## config.mk

```make
export PLATFORM = sky130hd
export DESIGN_NAME = mem_axi_lite_master_flat
export DESIGN_NICKNAME = d
export VERILOG_FILES = /design/src/rtl/mem_axi_lite_master_if.sv /design/src/rtl/mem_axi_lite_master.sv /design/src/flat_wrapper.sv
export SDC_FILE = /design/constraint.sdc
export NUM_CORES = 1
export LEC_CHECK = 0
export ABC_AREA = 1
export ABC_CLOCK_PERIOD_IN_PS = 1950
export BUFFER_PORTS_ARGS = -buffer_cell sky130_fd_sc_hd__clkbuf_2
export CAP_MARGIN = 20
export CORE_ASPECT_RATIO = 1.4
export CORE_MARGIN = 3
export CORE_UTILIZATION = 44
export CTS_BUF_LIST = sky130_fd_sc_hd__clkbuf_16
export CTS_CLUSTER_SIZE = 30
export DETAILED_ROUTE_END_ITERATION = 7
export PLACE_DENSITY = 0.81
export SLEW_MARGIN = 15
export SYNTH_ARGS = -nofsm -noshare
export SYNTH_HDL_FRONTEND = slang
export SYNTH_SLANG_ARGS = --single-unit
```

## constraint.sdc

```tcl
create_clock -name clk -period 1.95 [get_ports clk]
set_clock_uncertainty 0.15 [all_clocks]
set_input_delay 0.0975 -clock clk [delete_from_list [all_inputs] [get_ports clk]]
set_output_delay 0.0975 -clock clk [all_outputs]
set_load 0.01 [all_outputs]
```

## src/rtl/mem_axi_lite_master_if.sv

```systemverilog
// AXI4-Lite bus bundle between the memory-stage master and its slave.
// Signal names follow the AXI channel names with an m_ prefix.
interface mem_axi_lite_master_if;

    // Write address channel
    logic [31:0] m_awaddr;
    logic [2:0]  m_awprot;
    logic        m_awvalid;
    logic        m_awready;

    // Write data channel
    logic [31:0] m_wdata;
    logic [3:0]  m_wstrb;
    logic        m_wvalid;
    logic        m_wready;

    // Write response channel
    logic [1:0]  m_bresp;
    logic        m_bvalid;
    logic        m_bready;

    // Read address channel
    logic [31:0] m_araddr;
    logic [2:0]  m_arprot;
    logic        m_arvalid;
    logic        m_arready;

    // Read data channel
    logic [31:0] m_rdata;
    logic [1:0]  m_rresp;
    logic        m_rvalid;
    logic        m_rready;

    modport master (
        output m_awaddr, m_awprot, m_awvalid,
        input  m_awready,
        output m_wdata, m_wstrb, m_wvalid,
        input  m_wready,
        input  m_bresp, m_bvalid,
        output m_bready,
        output m_araddr, m_arprot, m_arvalid,
        input  m_arready,
        input  m_rdata, m_rresp, m_rvalid,
        output m_rready
    );

    modport slave (
        input  m_awaddr, m_awprot, m_awvalid,
        output m_awready,
        input  m_wdata, m_wstrb, m_wvalid,
        output m_wready,
        output m_bresp, m_bvalid,
        input  m_bready,
        input  m_araddr, m_arprot, m_arvalid,
        output m_arready,
        output m_rdata, m_rresp, m_rvalid,
        input  m_rready
    );

endinterface

```

## src/rtl/mem_axi_lite_master.sv

```systemverilog
// Memory-stage to AXI4-Lite bridge. Takes one load/store request from the
// pipeline, freezes the pipeline while the bus transaction runs, and spends
// exactly one DONE cycle with the stall released before accepting the next one.
module mem_axi_lite_master (
    input  logic                         clk,
    input  logic                         rst,          // async, active-low

    // Pipeline MEM-stage side
    input  logic                         mem_ce_i,
    input  logic                         mem_we_i,
    input  logic [3:0]                   mem_sel_i,
    input  logic [31:0]                  mem_addr_i,
    input  logic [31:0]                  mem_write_data_i,
    output logic [31:0]                  mem_read_data_o,
    output logic                         stall_req_o,
    output logic                         bus_err_o,

    // AXI4-Lite master side
    mem_axi_lite_master_if.master        axi
);

    typedef enum logic [2:0] {
        IDLE    = 3'd0,
        WR_REQ  = 3'd1,
        WR_RESP = 3'd2,
        RD_ADDR = 3'd3,
        RD_DATA = 3'd4,
        DONE    = 3'd5
    } state_e;

    state_e      state_q,  state_d;
    logic [31:0] addr_q,   addr_d;
    logic [31:0] wdata_q,  wdata_d;
    logic [3:0]  wstrb_q,  wstrb_d;
    logic        aw_done_q, aw_done_d;
    logic        w_done_q,  w_done_d;
    logic [31:0] rdata_q,  rdata_d;
    logic        err_q,    err_d;

    // Channel acceptance, counting earlier-cycle acceptance via the done flags
    logic aw_hs, w_hs, aw_ok, w_ok;

    // Valids and readys decode from registered state only, never from a ready
    assign axi.m_awvalid = (state_q == WR_REQ) && !aw_done_q;
    assign axi.m_wvalid  = (state_q == WR_REQ) && !w_done_q;
    assign axi.m_bready  = (state_q == WR_RESP);
    assign axi.m_arvalid = (state_q == RD_ADDR);
    assign axi.m_rready  = (state_q == RD_DATA);

    assign axi.m_awaddr  = addr_q;
    assign axi.m_araddr  = addr_q;
    assign axi.m_wdata   = wdata_q;
    assign axi.m_wstrb   = wstrb_q;
    assign axi.m_awprot  = 3'b000;
    assign axi.m_arprot  = 3'b000;

    assign aw_hs = axi.m_awvalid && axi.m_awready;
    assign w_hs  = axi.m_wvalid  && axi.m_wready;
    assign aw_ok = aw_done_q || aw_hs;
    assign w_ok  = w_done_q  || w_hs;

    // The pipeline may advance only in DONE, where the result is available
    assign stall_req_o     = mem_ce_i && (state_q != DONE);
    assign mem_read_data_o = rdata_q;
    assign bus_err_o       = err_q;

    // Next-state and datapath-capture logic
    always_comb begin
        // NOTE: every _d signal gets its hold value first so no latch can be inferred.
        state_d   = state_q;
        addr_d    = addr_q;
        wdata_d   = wdata_q;
        wstrb_d   = wstrb_q;
        aw_done_d = aw_done_q;
        w_done_d  = w_done_q;
        rdata_d   = rdata_q;
        err_d     = 1'b0;

        case (state_q)
            IDLE: begin
                if (mem_ce_i) begin
                    addr_d    = mem_addr_i & 32'hFFFF_FFFC;  // word-aligned
                    wdata_d   = mem_write_data_i;
                    wstrb_d   = mem_sel_i;
                    aw_done_d = 1'b0;
                    w_done_d  = 1'b0;
                    state_d   = mem_we_i ? WR_REQ : RD_ADDR;
                end
            end

            WR_REQ: begin
                if (aw_ok && w_ok) begin
                    aw_done_d = 1'b0;
                    w_done_d  = 1'b0;
                    state_d   = WR_RESP;
                end else begin
                    aw_done_d = aw_ok;
                    w_done_d  = w_ok;
                end
            end

            WR_RESP: begin
                if (axi.m_bvalid) begin
                    err_d   = (axi.m_bresp != 2'b00);
                    state_d = DONE;
                end
            end

            RD_ADDR: begin
                if (axi.m_arready) begin
                    state_d = RD_DATA;
                end
            end

            RD_DATA: begin
                if (axi.m_rvalid) begin
                    rdata_d = axi.m_rdata;
                    err_d   = (axi.m_rresp != 2'b00);
                    state_d = DONE;
                end
            end

            DONE:    state_d = IDLE;

            default: state_d = IDLE;
        endcase
    end

    // State and datapath registers
    always_ff @(posedge clk or negedge rst) begin
        if (!rst) begin
            // NOTE: address/data/strobe registers are cleared too, so the bus
            // never shows stale values from an abandoned transaction.
            state_q   <= IDLE;
            addr_q    <= '0;
            wdata_q   <= '0;
            wstrb_q   <= '0;
            aw_done_q <= 1'b0;
            w_done_q  <= 1'b0;
            rdata_q   <= '0;
            err_q     <= 1'b0;
        end else begin
            // NOTE: non-blocking assignments keep every register sampling pre-edge values.
            state_q   <= state_d;
            addr_q    <= addr_d;
            wdata_q   <= wdata_d;
            wstrb_q   <= wstrb_d;
            aw_done_q <= aw_done_d;
            w_done_q  <= w_done_d;
            rdata_q   <= rdata_d;
            err_q     <= err_d;
        end
    end

endmodule

```

## src/flat_wrapper.sv

```systemverilog
// flat-port wrapper written by rule: the top's interface ports become plain ports
module mem_axi_lite_master_flat 
  (clk, rst, mem_ce_i, mem_we_i, mem_sel_i, mem_addr_i, mem_write_data_i, mem_read_data_o, stall_req_o, bus_err_o, axi_m_awaddr, axi_m_awprot, axi_m_awvalid, axi_m_awready, axi_m_wdata, axi_m_wstrb, axi_m_wvalid, axi_m_wready, axi_m_bresp, axi_m_bvalid, axi_m_bready, axi_m_araddr, axi_m_arprot, axi_m_arvalid, axi_m_arready, axi_m_rdata, axi_m_rresp, axi_m_rvalid, axi_m_rready);
  mem_axi_lite_master_if axi_i ();
  input  logic clk;
  input  logic rst;
  input  logic mem_ce_i;
  input  logic mem_we_i;
  input  logic [3:0] mem_sel_i;
  input  logic [31:0] mem_addr_i;
  input  logic [31:0] mem_write_data_i;
  output logic [31:0] mem_read_data_o;
  output logic stall_req_o;
  output logic bus_err_o;
  output wire logic [$bits(axi_i.m_awaddr)-1:0] axi_m_awaddr;
  output wire logic [$bits(axi_i.m_awprot)-1:0] axi_m_awprot;
  output wire logic [$bits(axi_i.m_awvalid)-1:0] axi_m_awvalid;
  input wire logic [$bits(axi_i.m_awready)-1:0] axi_m_awready;
  output wire logic [$bits(axi_i.m_wdata)-1:0] axi_m_wdata;
  output wire logic [$bits(axi_i.m_wstrb)-1:0] axi_m_wstrb;
  output wire logic [$bits(axi_i.m_wvalid)-1:0] axi_m_wvalid;
  input wire logic [$bits(axi_i.m_wready)-1:0] axi_m_wready;
  input wire logic [$bits(axi_i.m_bresp)-1:0] axi_m_bresp;
  input wire logic [$bits(axi_i.m_bvalid)-1:0] axi_m_bvalid;
  output wire logic [$bits(axi_i.m_bready)-1:0] axi_m_bready;
  output wire logic [$bits(axi_i.m_araddr)-1:0] axi_m_araddr;
  output wire logic [$bits(axi_i.m_arprot)-1:0] axi_m_arprot;
  output wire logic [$bits(axi_i.m_arvalid)-1:0] axi_m_arvalid;
  input wire logic [$bits(axi_i.m_arready)-1:0] axi_m_arready;
  input wire logic [$bits(axi_i.m_rdata)-1:0] axi_m_rdata;
  input wire logic [$bits(axi_i.m_rresp)-1:0] axi_m_rresp;
  input wire logic [$bits(axi_i.m_rvalid)-1:0] axi_m_rvalid;
  output wire logic [$bits(axi_i.m_rready)-1:0] axi_m_rready;
  assign axi_m_awaddr = axi_i.m_awaddr;
  assign axi_m_awprot = axi_i.m_awprot;
  assign axi_m_awvalid = axi_i.m_awvalid;
  assign axi_i.m_awready = axi_m_awready;
  assign axi_m_wdata = axi_i.m_wdata;
  assign axi_m_wstrb = axi_i.m_wstrb;
  assign axi_m_wvalid = axi_i.m_wvalid;
  assign axi_i.m_wready = axi_m_wready;
  assign axi_i.m_bresp = axi_m_bresp;
  assign axi_i.m_bvalid = axi_m_bvalid;
  assign axi_m_bready = axi_i.m_bready;
  assign axi_m_araddr = axi_i.m_araddr;
  assign axi_m_arprot = axi_i.m_arprot;
  assign axi_m_arvalid = axi_i.m_arvalid;
  assign axi_i.m_arready = axi_m_arready;
  assign axi_i.m_rdata = axi_m_rdata;
  assign axi_i.m_rresp = axi_m_rresp;
  assign axi_i.m_rvalid = axi_m_rvalid;
  assign axi_m_rready = axi_i.m_rready;
  mem_axi_lite_master u_core (.clk(clk), .rst(rst), .mem_ce_i(mem_ce_i), .mem_we_i(mem_we_i), .mem_sel_i(mem_sel_i), .mem_addr_i(mem_addr_i), .mem_write_data_i(mem_write_data_i), .mem_read_data_o(mem_read_data_o), .stall_req_o(stall_req_o), .bus_err_o(bus_err_o), .axi(axi_i));
endmodule
```

Word-level counts from Yosys, hierarchy flattened. Index checks and enable logic that the tools add are counted.

Memory bits (writable): 0. Memories kept: 0. ROM bits: 0. Word-level logic and storage cells: 51. Input port bits: 113. Latch bits: 0. Register bits after elaboration: 104.

Mux-type cells: 15. Multipliers: 0. Bitwise operators: 0. Shift-type cells: 0. Div/mod/pow operators: 0. Eq/ne operators: 10. Add/sub/neg operators: 0. Order comparisons: 0. Reduce and logical (&&, ||, !) cells: 18.

Operators with widths (number): $mux 3 (5); $pmux 3 s5 (1); $ne 2x2->1 const B (4); $eq 3x2->1 const B (2); $logic_and 1x1->1 (6); $pmux 1 s2 (3); $reduce_and 2->1 (3); $reduce_bool 2->1 (3); $mux 1 (5); $reduce_and 5->1 (1); $eq 3x1->1 const B (1); $eq 3x3->1 const B (1); $logic_not 3->1 (1); $ne 3x3->1 const B (1); $logic_not 1->1 (2); $logic_or 1x1->1 (2); $mux 2 (1); $ne 2x1->1 const B (1).

Depth between registers and ports, before layout. Gate-level depths: netlist of the first run.

Depth in word-level cells: 7. Mapped depth: 8.

Worst setup path after synthesis of the first run. No wires, ideal clock.

Path kind: reg2reg. Start: reg u_core.state_q[0]. End: reg u_core.addr_q[18], in the netlist u_core.axi.m_araddr[18]. Clock period less this slack: 1.524 ns. Cell stages (with the launch flop): 6. Setup slack: 0.426 ns. Buffers on the path: 2. Data arrival time: 1.249 ns. Setup time: 0.125 ns. Required time: 1.675 ns. Cell sequence: dfrtp_1 nor2_4 nand3_2 buf_6 buf_6 mux2_4.

Cells in the longest elaborated chain, start to end: 2.

RTL lines: from (decl) (RTL line mem_axi_lite_master.sv:31) `state_e state_q, state_d;`; from (signal assigned) (RTL line mem_axi_lite_master.sv:144) `state_q <= state_d;`; $logic_not 3->1 (RTL line mem_axi_lite_master.sv:79) `case (state_q)`; $reduce_and 2->1 (no source line); to (signal assigned) (RTL line mem_axi_lite_master.sv:145) `addr_q <= addr_d;`; to (decl) (RTL line mem_axi_lite_master.sv:32) `logic [31:0] addr_q, addr_d;`.

No other way between the ends. A chain may end at the register's enable or synchronous reset.

Final worst setup path of the first run.
Start: reg u_core.state_q[1]. End: out axi_m_rready.

Cells in the longest elaborated chain, start to end: 1.

RTL lines: $eq 3x3->1 (RTL line mem_axi_lite_master.sv:48) `assign axi.m_rready = (state_q == RD_DATA);`; to (decl) (RTL line flat_wrapper.sv:33) `output wire logic [$bits(axi_i.m_rready)-1:0] axi_m_rready;`.

No other way between the ends.

==> results of run 1 <==
[metrics by stage]
stage / setup slack (ns) / utilization (%) / power, µW / hold WS (ns)
floorplan: 0.426 / - / 6870 / -0.348
global placement: 0.279 / 56.9 / 8240 / 0.0479
detailed placement: 0.217 / 56.9 / 8450 / 0.0562
CTS: 0.0437 / 70.9 / 10500 / 0.149
global route: 0.00625 / 71.0 / 11200 / 0.167
finish: 0.144 / 71.0 / 10600 / 0.170
[sequential cells by signal, indices dropped and copies added (netlist names)]
register and flops:
u_core.axi.m_wdata 32, u_core.mem_read_data_o 32, u_core.axi.m_araddr 30, u_core.axi.m_wstrb 4, u_core.state_q 3, u_core.aw_done_q 1
u_core.bus_err_o 1, u_core.w_done_q 1
[routing by layer]
layer / global-route usage, % / wire (µm) / up-vias
met4: 12.5 / 510 / 0
met3: 5.20 / 1040 / 39
li1: - / - / 1856
met2: 43.3 / 7260 / 220
met1: 24.8 / 4760 / 1913
met5: 0 / 0 / -
[cell type report]
class	instances	share of cell area, %
sequential	104	36.8
clock inverter	7	1.26
timing repair buffer	363	34.2
clock buffer	9	3.19
tap	135	2.39
multi-input combinational	215	21.4
inverter	14	0.744
antenna	1	0.0354
[worst reg2reg max path, delay by kind of cell, from the launching register on]
family,cells,cell delay [ns]
flops,1,0.50
mux,1,0.39
buf+inv,2,0.38
simple gates,1,0.23
[cells in the final DEF, fill, tap and decap left out, drive strengths merged, types with 2 or more instances in the layout]
cell type,instances
conb,10
clkinv,2
nor2,9
dfrtp,104
nand3b,2
bufinv,2
nand3,37
mux2,66
clkbuf,253
dlygate4sd3,108
nand4,3
inv,16
nand2,81
o22ai,3
buf,11
[repair_timing]
action	4_1_cts	5_1_grt
resized for setup	0	2
hold endpoints to repair	207	0
hold buffers	108	0
setup endpoints to repair	0	1
[power by group through the flow]
stage / combinational, µW / clock, µW / sequential [µW]
final: 4690 / 1860 / 4000
after global routing: 5070 / 1980 / 4130
after CTS: 4650 / 1910 / 3950
after detailed placement: 4470 / 0 / 3970
after global placement: 4360 / 0 / 3880
after floorplan: 2540 / 0 / 4330
[path summary, 6_finish.rpt]
path                                                 start                         end  slack, ns  depth (start not counted)
worst max-delay path                     u_core.state_q[1]                axi_m_rready       0.14                          5
worst min-delay path                              mem_ce_i       u_core.axi.m_wdata[8]       0.17                          3
worst max register to register           u_core.state_q[1]      u_core.axi.m_wdata[27]       0.20                          4
worst min register to register  u_core.mem_read_data_o[24]  u_core.mem_read_data_o[24]       0.32                          2
max in group asynchronous                              rst   u_core.mem_read_data_o[8]       1.02                          3
min in group asynchronous                              rst     u_core.axi.m_araddr[30]       0.21                          3
[cells by family (layout without fill, tap and decap cells)]
family                 after synthesis  after routing  share of synthesized area (%)
and+or+nand+nor                    132            132                           12.6
DFF                                104            104                           57.4
buffers and inverters               72            393                           10.2
muxes                               66             66                           18.8
AOI/OAI and AO/OA                    7              7                          0.939
other                                1             11                         0.0828
==> flow_summary.toml, run 1 <==
[synth]
synth-seq-area-share_pct = 57.4
yosysTopAreaCell = "dfrtp_1"
synth_edf_count = 0
synth_top_area_share_pct = 57.4
ys_warn_count = 0
synth_common_cells = "dfrtp_1, nand2_1, buf_4"
async_flop_share_pct = 100
syn-mean-instance-area_um2 = 11.9
yosysMostFrequentCell = "dfrtp_1"
synth.distinct_cells = 22
synth_ff_type = "dfrtp_1"
synth_area_leaders = "dfrtp_1, mux2_4, mux2_2, nand2_1, buf_4"
ys_ff_latch = 104
netlist_instances = 382
synthesis.area_um2 = 4530

[global_route]
grt_pass1_wl_um = 21700
antenna_found_initial = 0
grt_max_degree = 105
grt-ovfl-total = 0
grtUsageTotal_pct = 23.6
grt_pass1_vias = 4322

[power]
pwr-share-clk_pct = 17.6
pwr-share-comb_pct = 44.5
internal_power_uw = 6690
p_sw_uw = 3870
switching_share_pct = 36.6
seqPwrFrac_pct = 37.9
pwr_density_cell_nw_per_um2 = 1490
leakagePower_uw = 0.00385
ir_worst_vdd_v = 0.000766

[critical_path]
path_delay_family = "buffers and inverters"
critPathKind = "reg -> out"
worstPathArrival_ns = 1.56
cp_num_buf_inv = 3
cp_slowest_stage_delay_ns = 0.47
critPathRequiredTime_ns = 1.70
crit_path_top_delay_cell = "dfrtp_1"
crit_chain = "nor2_1 > nand2_1 > inv_2 > buf_8 > clkbuf_2"
path_max_fanout = 33
endpoint_kind = "output pin"
cp-start-kind = "register"

[hold_path]
hold_path_class = "in -> reg"

[cells_and_area]
drive_above_1_share_pct = 47.5
area_growth_pct = 56.0
multiInputGateArea_um2 = 1510
register_area_um2 = 2600
nets = 820
fin_cells = 848
fin_area_um2 = 7070
fill_cells = 637

[sta]
worst_pin_slew_ns = 0.534
finalSetupViolations = 0
setup_tns_ns = 0
period_share_pct = 92.6
max_freq_ghz = 0.554
rsz0062_at_grt = "false"
hold_violations = 0
min_period_ns = 1.81
slew_viol_final = 0
relSlewSlack_pct = 64.4

[clocking]
cts_max_path_buffers = 2
path_clk_slew_ns = 0.07
clk_root_buffer_cell = "clkbuf_16"
cts_buffers = 9
insertion_delay_ns = 0.33
cts_tree = "built"
htree_num_levels = 3
cts_setup_buffers = 0
cts.sinks = 104

[die]
die_y_um = 126
rows = 43
die_x_um = 91.8
pin_count = 258
core_um2 = 9950
start_util_pct = 45.5
dieArea_um2 = 11600

[drt]
detail_route.wl_per_cell_um = 16.0
vias_per_cell = 4.75
firstDrtPassIters = 4
route.detailed.drc = 0
first_iter_violations = 142
vias = 4028
antenna_left = 0
wirelength_um = 13600

[placed_design]
placed_area_um2 = 5660
gp_congestion = 0.785
placed_cells = 723
io_buffers = 245
dpl.hpwl_um = 8260

[job]
drv_cap = 0

[status]
outcome = "finished, final reports clean"
No activity file was read; power rests on OpenSTA's default activity.
==> run 2: changes to the inputs <==
--- a/config.mk
+++ b/config.mk
@@ -15,7 +15,8 @@
 export CTS_BUF_LIST = sky130_fd_sc_hd__clkbuf_16
 export CTS_CLUSTER_SIZE = 30
 export DETAILED_ROUTE_END_ITERATION = 7
-export PLACE_DENSITY = 0.81
+export PLACE_DENSITY_LB_ADDON = 0.3
+export RECOVER_POWER = 100
 export SLEW_MARGIN = 15
 export SYNTH_ARGS = -nofsm -noshare
 export SYNTH_HDL_FRONTEND = slang
==> flow_summary.toml, run 2 (synthesis gave the netlist of run 1 again) <==
[global_route]
grt.busiest_layer = "met2"
met3_usage_pct = 7.17
antenna_found_initial = 0
grt_max_degree = 57
grt_pass1_vias = 4328
grt_pass1_wl_um = 22200
grtUsageTotal_pct = 24.1
grtUsageMet2_pct = 42.9
met1_usage_pct = 27.0
grt-ovfl-total = 0

[power]
totalPowerFinal_uw = 9850
pwr-share-comb_pct = 40.8
switching_share_pct = 38.7
ir_worst_vdd_v = 0.000708
pwr-share-clk_pct = 19.4
leakagePower_uw = 0.00328
seqPwrFrac_pct = 39.8
p_sw_uw = 3810
internal_power_uw = 6030
pwr_density_cell_nw_per_um2 = 1450

[die]
die_y_um = 126
dieArea_um2 = 11600
pin_count = 258
start_util_pct = 45.5
core_um2 = 9950
die_x_um = 91.8
rows = 43

[drt]
first_iter_violations = 95
route.detailed.drc = 0
wirelength_um = 13600
vias_per_cell = 4.70
vias = 3989
firstDrtPassIters = 4
antenna_left = 0
detail_route.wl_per_cell_um = 16.0

[sta]
relSlewSlack_pct = 29.6
finalSetupViolations = 0
setup_slack_ns = 0.108
min_period_ns = 1.84
worst_pin_slew_ns = 1.06
fin_hold_ws_ns = 0.105
setup_tns_ns = 0
hold_violations = 0
slew_viol_final = 0
rsz0062_at_grt = "false"
max_freq_ghz = 0.543
period_share_pct = 94.4

[cells_and_area]
final_common_cell = "clkbuf_1"
n_antenna_cell = 0
drive_above_1_share_pct = 24.5
fin_cells = 849
nets = 822
final_cell_mix = "clkbuf_1, clkbuf_2, dlygate4sd3_1"
area_growth_pct = 49.6

[clocking]
cts_buffers = 9
path_clk_slew_ns = 0.07
cts.sinks = 104
cts_max_path_buffers = 2
insertion_delay_ns = 0.33
clk_root_buffer_cell = "clkbuf_16"
cts_tree = "built"
htree_num_levels = 3

[placed_design]
placed_cells = 724
place_ws_ns = 0.284
gp_congestion = 0.839
io_buffers = 245
dpl.hpwl_um = 8230

[job]
drv_cap = 0

[critical_path]
critPathRequiredTime_ns = 1.70
path_max_fanout = 33
worstPathArrival_ns = 1.59
cp-start-kind = "register"
critPathKind = "reg -> out"
endpoint_kind = "output pin"
ff2ff_setup_slack_ns = 0.23

[hold_path]
hold_path_class = "in -> reg"

[status]
outcome = "finished, final reports clean"
==> run 2: cell count changes in the layout (fill, tap and decap cells not counted), sizes merged <==
cell | previous run | this run
dlygate4sd3 | 108 | 109
diode | 1 | 0
clkbuf | 253 | 260
clkinv | 2 | 3
buf | 11 | 5
inv | 16 | 15
==> run 2: critical path, cell delays in order (launching register included) <==
cell and delay [ns]:
dfrtp_1 0.39, buf_4 0.17, nor2_1 0.12, nand2_1 0.10, inv_2 0.09, buf_8 0.21
clkbuf_1 0.17
==> run 2: layout make-up <==
type / instances / area (µm²)
Fill cell: 815 / 3170
Sequential cell: 104 / 2600
Timing Repair Buffer: 365 / 2230
Multi-Input combinational cell: 215 / 1410
Clock buffer: 9 / 225
Tap cell: 135 / 169
Clock inverter: 7 / 97.6
Inverter: 14 / 52.6
==> run 2: stage by stage <==
step | area (µm²) | util (%)
detailed placement | 5680 | 57.1
finish | 6780 | 68.1
global placement | 5680 | 57.1
floorplan | 4560 | -
global route | 6780 | 68.1
CTS | 7100 | 71.3
==> run 2: power groups by stage <==
stage	clock [µW]	combinational (µW)	sequential (µW)
CTS	1970	4690	3900
global route	2050	4420	4040
finish	1910	4020	3920
global placement	0	4410	3860
floorplan	0	2540	4330
detailed placement	0	4510	3920
==> run 2: routing by layer <==
metal	part of all wire, %	up-vias
met5	0	-
met4	2.6	0
met3	8.4	26
met2	53	212
met1	36	1891
li1	-	1860
==> run 2: path summary, 6_finish.rpt <==
path,from,to,cells after the start
worst max-delay path,u_core.state_q[1],axi_m_rready,6
worst min-delay path,mem_ce_i,u_core.axi.m_wstrb[3],3
worst max register to register,u_core.state_q[0],u_core.axi.m_araddr[30],4
worst min register to register,u_core.mem_read_data_o[1],u_core.mem_read_data_o[1],2
max in group asynchronous,rst,u_core.w_done_q,3
min in group asynchronous,rst,u_core.axi.m_wdata[3],3
==> run 2: timing repair <==
item | in CTS | in global routing
endpoints found under the setup margin | 0 | 2
endpoints found under the hold margin | 207 | 0
resized for setup | 0 | 3
hold buffers | 109 | 0
buffers inserted | 0 | 0
==> run 3: changes to the inputs <==
--- a/config.mk
+++ b/config.mk
@@ -15,7 +15,7 @@
 export CTS_BUF_LIST = sky130_fd_sc_hd__clkbuf_16
 export CTS_CLUSTER_SIZE = 30
 export DETAILED_ROUTE_END_ITERATION = 7
-export PLACE_DENSITY_LB_ADDON = 0.3
+export PLACE_DENSITY = 0.9
 export RECOVER_POWER = 100
 export SLEW_MARGIN = 15
 export SYNTH_ARGS = -nofsm -noshare
==> flow_summary.toml, run 3 (synthesis gave the netlist of run 1 again) <==
[die]
die_y_um = 126
rows = 43
pin_count = 258
start_util_pct = 45.5
die_x_um = 91.8
core_um2 = 9950
dieArea_um2 = 11600

[critical_path]
critPathRequiredTime_ns = 2.02
path_max_fanout = 9
endpoint_kind = "register"
cp-start-kind = "register"
cp_slowest_stage_delay_ns = 0.50
critPathKind = "reg -> reg"
worstPathArrival_ns = 1.91
crit_path_top_delay_cell = "dfrtp_1"
path_delay_family = "buffers and inverters"
crit_chain = "inv_1 > nand3_4 > clkbuf_1 > mux2_2"
cp_num_buf_inv = 2

[global_route]
antenna_found_initial = 1
grt.busiest_layer = "met2"
met1_usage_pct = 28.9
grtUsageTotal_pct = 25.7
grtUsageMet2_pct = 44.5
grt-ovfl-total = 0
grt_pass1_wl_um = 23400
met3_usage_pct = 8.54
grt_pass1_vias = 4389
grt_max_degree = 60

[sta]
hold_violations = 0
relSlewSlack_pct = 24.4
slew_viol_final = 0
rsz0062_at_grt = "false"
finalSetupViolations = 0
setup_slack_ns = 0.108
max_freq_ghz = 0.543
min_period_ns = 1.84
setup_tns_ns = 0
worst_pin_slew_ns = 1.13
period_share_pct = 94.5

[drt]
route.detailed.drc = 0
detail_route.wl_per_cell_um = 17.3
first_iter_violations = 174
vias_per_cell = 4.93
firstDrtPassIters = 7
vias = 4177
antenna_left = 0
wirelength_um = 14600

[job]
drv_cap = 0

[power]
pwr_density_cell_nw_per_um2 = 1470
ir_worst_vdd_v = 0.000757
leakagePower_uw = 0.00330
totalPowerFinal_uw = 9930

[cells_and_area]
register_area_um2 = 2600
fill_cells = 772
drive_above_1_share_pct = 25.2
final_cell_mix = "clkbuf_1, clkbuf_2, dlygate4sd3_1"
area_growth_pct = 49.5
multiInputGateArea_um2 = 1420
final_util_pct = 68.0
nets = 819
final_common_cell = "clkbuf_1"
fin_cells = 847

[clocking]
htree_num_levels = 3
cts_max_path_buffers = 2
insertion_delay_ns = 0.34
cts.sinks = 104
path_clk_slew_ns = 0.07
cts_buffers = 9
clk_root_buffer_cell = "clkbuf_16"
cts_tree = "built"
cts_setup_buffers = 0

[placed_design]
dpl.hpwl_um = 8880
place_ws_ns = 0.209
io_buffers = 245
gp_congestion = 0.776
placed_cells = 722

[hold_path]
hold_path_class = "in -> reg"

[status]
outcome = "finished, final reports clean"
## run 3: metal layers
layer  wire length [µm]  vias to the layer above
met4                510                        0
met5                  0                        -
met2               7600                      278
met1               5090                     1989
li1                   -                     1861
met3               1420                       49
## run 3: final cells by class
class | count | share of cell area, %
Inverter | 14 | 0.776
Timing Repair Buffer | 362 | 32.9
Antenna cell | 1 | 0.0369
Clock buffer | 9 | 3.33
Tap cell | 135 | 2.49
Multi-Input combinational cell | 215 | 21.0
Sequential cell | 104 | 38.4
Clock inverter | 7 | 1.03
## run 3: timing repair
item	in CTS	in global routing
hold buffers	108	0
endpoints found under the hold margin	207	0
resized for setup	0	1
endpoints found under the setup margin	0	1
## run 3: metrics by stage
step | cell area, µm² | hold slack (ns)
floorplan | 4560 | -0.348
global placement | 5650 | -0.164
detailed placement | 5650 | -0.154
CTS | 7030 | 0.0262
global route | 6770 | 0.0914
finish | 6770 | 0.0841
## run 3: tightest hold or removal path, stage by stage
cell      delay [ns]
clkbuf_2        0.12
nand3_4         0.16
mux2_2          0.16
## run 3: report_power, final
part	internal (µW)	switching (µW)	leakage, µW
registers	3220	803	0.00126
logic	1740	2390	0.00190
clock network	995	780	0.000141
## run 3: worst paths after layout
check / startpoint / to / slack (ns) / cells after the start
worst max-delay path: u_core.state_q[1] / u_core.axi.m_araddr[15] / 0.11 / 4
worst min-delay path: mem_ce_i / u_core.axi.m_araddr[8] / 0.08 / 3
worst max register to register: u_core.state_q[1] / u_core.axi.m_araddr[15] / 0.11 / 4
worst min register to register: u_core.mem_read_data_o[3] / u_core.mem_read_data_o[3] / 0.32 / 2
max in group asynchronous: rst / u_core.bus_err_o / 0.29 / 3
min in group asynchronous: rst / u_core.axi.m_araddr[30] / 0.38 / 2
